`src/rtl/reg_bus_sequencer.sv`:
```
// reg_bus_sequencer: one-driver-at-a-time register bus transfer sequencer (A/X/Y/S/EXT -> A/X/Y/S); define XFER_FLAGS_EN for N/Z flag outputs
module reg_bus_sequencer #(
  parameter int SETTLE_CYCLES = 1
) (
  input  logic       CLK,
  input  logic       RST,
  input  logic       CMD_VALID,
  output logic       CMD_READY,
  input  logic [2:0] CMD_SRC,
  input  logic [1:0] CMD_DST,
  input  logic [7:0] BUS_VALUE,
  output logic       A_BE,
  output logic       X_BE,
  output logic       Y_BE,
  output logic       S_BE,
  output logic       EXT_BE,
  output logic       A_LOAD,
  output logic       X_LOAD,
  output logic       Y_LOAD,
  output logic       S_LOAD,
  output logic       DONE,
  output logic       ERR
`ifdef XFER_FLAGS_EN
  ,
  output logic       FLAG_N,
  output logic       FLAG_Z,
  output logic       FLAG_WE
`endif
);
  typedef enum logic [2:0] {IDLE, DRIVE, LOAD, HOLD, ERROR} state_t;
  state_t state_q, state_d;
  logic [3:0] cnt_q, cnt_d;
  logic [2:0] src_q, src_d;
  logic [1:0] dst_q, dst_d;
  logic illegal, drive;
  logic [4:0] be;
  logic [3:0] ld;
  assign illegal = CMD_SRC > 3'd4 || (!CMD_SRC[2] && CMD_SRC[1:0] == CMD_DST);
  always_comb begin
    state_d = state_q;
    cnt_d = cnt_q;
    src_d = src_q;
    dst_d = dst_q;
    case (state_q)
      IDLE: if (CMD_VALID) begin
        state_d = illegal ? ERROR : DRIVE;
        cnt_d = illegal ? 4'd0 : 4'(SETTLE_CYCLES - 1);
        src_d = CMD_SRC;
        dst_d = CMD_DST;
      end
      DRIVE: begin
        state_d = cnt_q == 4'd0 ? LOAD : DRIVE;
        cnt_d = cnt_q == 4'd0 ? 4'd0 : cnt_q - 4'd1;
      end
      LOAD: state_d = HOLD;
      default: state_d = IDLE;
    endcase
  end
  always_ff @(posedge CLK) begin
    if (RST) begin
      state_q <= IDLE;
      cnt_q <= '0;
      src_q <= '0;
      dst_q <= '0;
    end else begin
      state_q <= state_d;
      cnt_q <= cnt_d;
      src_q <= src_d;
      dst_q <= dst_d;
    end
  end
  // Strobes are gated by RST so an interrupted transfer never drives or loads
  assign drive = !RST && (state_q == DRIVE || state_q == LOAD || state_q == HOLD);
  assign be = drive ? 5'(1) << src_q : 5'd0;
  assign ld = (!RST && state_q == LOAD) ? 4'(1) << dst_q : 4'd0;
  assign {EXT_BE, S_BE, Y_BE, X_BE, A_BE} = be;
  assign {S_LOAD, Y_LOAD, X_LOAD, A_LOAD} = ld;
  assign CMD_READY = state_q == IDLE;
  assign DONE = state_q == HOLD;
  assign ERR = state_q == ERROR;
`ifdef XFER_FLAGS_EN
  logic flag_n_q, flag_z_q;
  always_ff @(posedge CLK) begin
    if (RST) begin
      flag_n_q <= 1'b0;
      flag_z_q <= 1'b0;
    end else if (state_q == LOAD && dst_q != 2'd3) begin
      flag_n_q <= BUS_VALUE[7];
      flag_z_q <= BUS_VALUE == 8'h00;
    end
  end
  assign FLAG_N = flag_n_q;
  assign FLAG_Z = flag_z_q;
  assign FLAG_WE = state_q == HOLD && dst_q != 2'd3;
`else
  logic unused_bus;
  assign unused_bus = ^BUS_VALUE;
`endif
  always_ff @(posedge CLK) begin
    if (!RST) begin
      assert ($countones(be) <= 1) else $error("multiple bus drivers %b", be);
      assert ($countones(ld) <= 1) else $error("multiple loads %b", ld);
      assert (ld == 4'd0 || be[src_q]) else $error("load without source drive");
      assert (!(state_q == IDLE || state_q == ERROR) || (be == 5'd0 && ld == 4'd0))
        else $error("strobe active while idle");
    end
  end
endmodule

```
`config.mk`:
```
export PLATFORM = sky130hd
export DESIGN_NAME = reg_bus_sequencer
export DESIGN_NICKNAME = d
export VERILOG_FILES = /design/src/rtl/reg_bus_sequencer.sv
export SDC_FILE = /design/constraint.sdc
export NUM_CORES = 1
export LEC_CHECK = 0
export CORE_MARGIN = 8
export CORE_UTILIZATION = 49
export DETAILED_ROUTE_END_ITERATION = 8
export DONT_BUFFER_PORTS = 1
export SETUP_SLACK_MARGIN = 0.4
export SYNTH_ARGS = -nofsm -noshare
export SYNTH_HDL_FRONTEND = slang
export SYNTH_SLANG_ARGS = --single-unit
```
`constraint.sdc`:
```
create_clock -name CLK -period 3.2 [get_ports CLK]
set_clock_uncertainty 0.15 [all_clocks]
set_input_delay 0.16 -clock CLK [delete_from_list [all_inputs] [get_ports CLK]]
set_output_delay 0.16 -clock CLK [all_outputs]
set_load 0.05 [all_outputs]
```
==> impl_metrics.tcl <==
set metrics [dict create \
    die_width_um 53.95 \
    cp_max_fo 10 \
    die-area_mm2 0.002911 \
    numCtsBuffers 3 \
    min_path_cells 2 \
    most-common-layout-cells "nor2_1 (17), dfxtp_1 (12), dlygate4sd3_1 (7)" \
    fin_area_um2 859.6 \
    timing.max_slew.rel_slack 0.4092 \
    r2r_slack_ns 1.08 \
    area_delta_synth_final_pct 21.81 \
    root_buffer "clkbuf_4" \
    fillers 114 \
    clock-sinks 12 \
    cts_resized 0 \
    insertion_delay_ns 0.28 \
    postSynthAreaPerCell_um2 7.929 \
    ios 28 \
    drv_cap 0 \
    placed_area_um2 753.2 \
    grt_pass1_vias 671 \
    arrival_ns 2.18 \
    finalMaxSlewViolations 0 \
    status "complete, no violations" \
    period_share 0.7770 \
    dr.pass1.iters 4 \
    peakVddDrop_mv 0.2445 \
    gp_congestion 0.7118 \
    multi_input_area_um2 445.4 \
    cellPowerDensity_mw_per_mm2 458.1 \
    rsz0062_at_grt "no" \
    setup_tns_ns 0 \
    drive_gt1_frac 0.1616 \
    drt_iter0_markers 7 \
    grtUsageTotal 0.1347 \
    worst_hold_path_type "in2reg" \
    num_rows 13 \
    dp_hpwl_um 1161 \
    ant_nets 0 \
    worst_slew_pin_slew_ns 0.8829 \
    final_common_cell "nor2_1" \
    ys_warn_count 0 \
    syn_area_um2 705.7 \
    ys_ff_latch 12 \
    yosys.area.top_type "dfxtp_1" \
    synthesis.nets 106 \
    critical_path_class "reg2out" \
    period_needed_ns 2.486 \
    async_reset_ff_frac 0 \
    nets 117 \
    wire_per_inst_um 14.73 \
    die_h_um 53.95 \
    grt_pass1_wl_um 2877 \
    cp-start-kind "flip-flop" \
    h-tree-depth 1 \
    synth_ff_type "dfxtp_1" \
    clockBufferDepth 2 \
    cp.required_ns 2.89 \
    ys_seq_area_frac 0.3404 \
    antenna_cells 0 \
    netlist_instances 89 \
    seqCellArea_um2 240.2 \
    vias 664 \
    coreArea_mm2 0.001318 \
    finalSetupViolations 0 \
    overflow 0 \
    rr_worst_depth 5 \
    hold_buffers 7 \
    synth_cell_type_count 31 \
    synth_area_leaders "dfxtp_1 (34%), nor2_1 (9.0%), mux2i_1 (7.1%)" \
    cts_tree "done" \
    drt_wl_total_um 1679 \
    cp-end-kind "primary output" \
    drc_errors 0 \
    grt_start_max_net_pins 13 \
    postCtsSetupBuffers 0 \
    io_buffers 0 \
    synth_edf_count 0 \
    p_leak_nw 0.3201 \
    post_drt_via_cell_ratio 5.825 \
    antenna_found_initial 0 \
    hold_viol 0 \
    fmax_mhz 402.2 \
    initial_core_util 0.5356 \
    synth.top_cell.area_share 0.3404 \
    clkTransAtPathRegs_ns 0.08 \
]
[layout make-up]
class,count,area share
tap,15,0.02183
clock buffer,4,0.04221
multi-input combinational,68,0.5182
inverter,3,0.01310
timing repair buffer,12,0.1252
sequential,12,0.2795
[cell families after synthesis]
family	share of synthesized area
AND/OR/NAND/NOR	0.4255
XOR/XNOR	0.01241
AO/OA/AOI/OAI	0.07447
multiplexers	0.07092
adder cells (fa/ha/maj)	0.01773
flip-flops	0.3404
buffers and inverters	0.05851
[path summary, 6_finish.rpt]
kind,startpoint,endpoint
min reg2reg,cnt_q[3],cnt_q[3]
min,CMD_SRC[2],state_q[2]
max,state_q[1],A_LOAD
max reg2reg,state_q[2],src_q[2]
[per-stage QoR]
stage / total power [W] / std cells / hold slack [ns] / util / worst slack, ns
floorplan: 0.0002492 / 89 / 0.08101 / - / 0.7043
global placement: 0.0002609 / 103 / 0.08164 / 0.5717 / 1.092
detailed placement: 0.0002626 / 103 / 0.08527 / 0.5717 / 1.048
CTS: 0.0003962 / 114 / 0.01415 / 0.6524 / 0.7089
global route: 0.0004160 / 114 / 0.03589 / 0.6524 / 0.5860
finish: 0.0003938 / 114 / 0.02896 / 0.6524 / 0.7137
[critical path: stages, from the launching register on]
cell and delay (ns):
dfxtp_1 0.51, nor4b_1 0.55, nor3b_2 0.83
[flip-flops by register name, summed over array words and instances (netlist names)]
name     flops
cnt_q        4
src_q        3
state_q      3
dst_q        2
[where the power goes]
group / internal [W] / switching [W]
combinational: 0.0000376 / 0.0000570
sequential: 0.000159 / 0.0000166
clock: 0.0000693 / 0.0000547
total: 0.000265 / 0.000128
[per-layer routing]
layer  global-route usage  share of wire  up-vias  routed length (um)
met5                    0              0        -                   0
met4              0.08824          0.032        0                  54
met3              0.05510          0.058        9                  98
met2               0.2355           0.51       13                 856
met1               0.1270           0.40      308                 669
li1                     -              -      334                   -
[cell usage after synthesis, types with 3 or more instances]
| library cell | n |
|---|---|
| a21oi_1 | 6 |
| buf_2 | 3 |
| dfxtp_1 | 12 |
| mux2i_1 | 5 |
| nand2_1 | 4 |
| nand2b_1 | 4 |
| nor2_1 | 17 |
| nor3_1 | 5 |
| nor4_1 | 4 |
No activity file was read; power rests on OpenSTA's default activity.
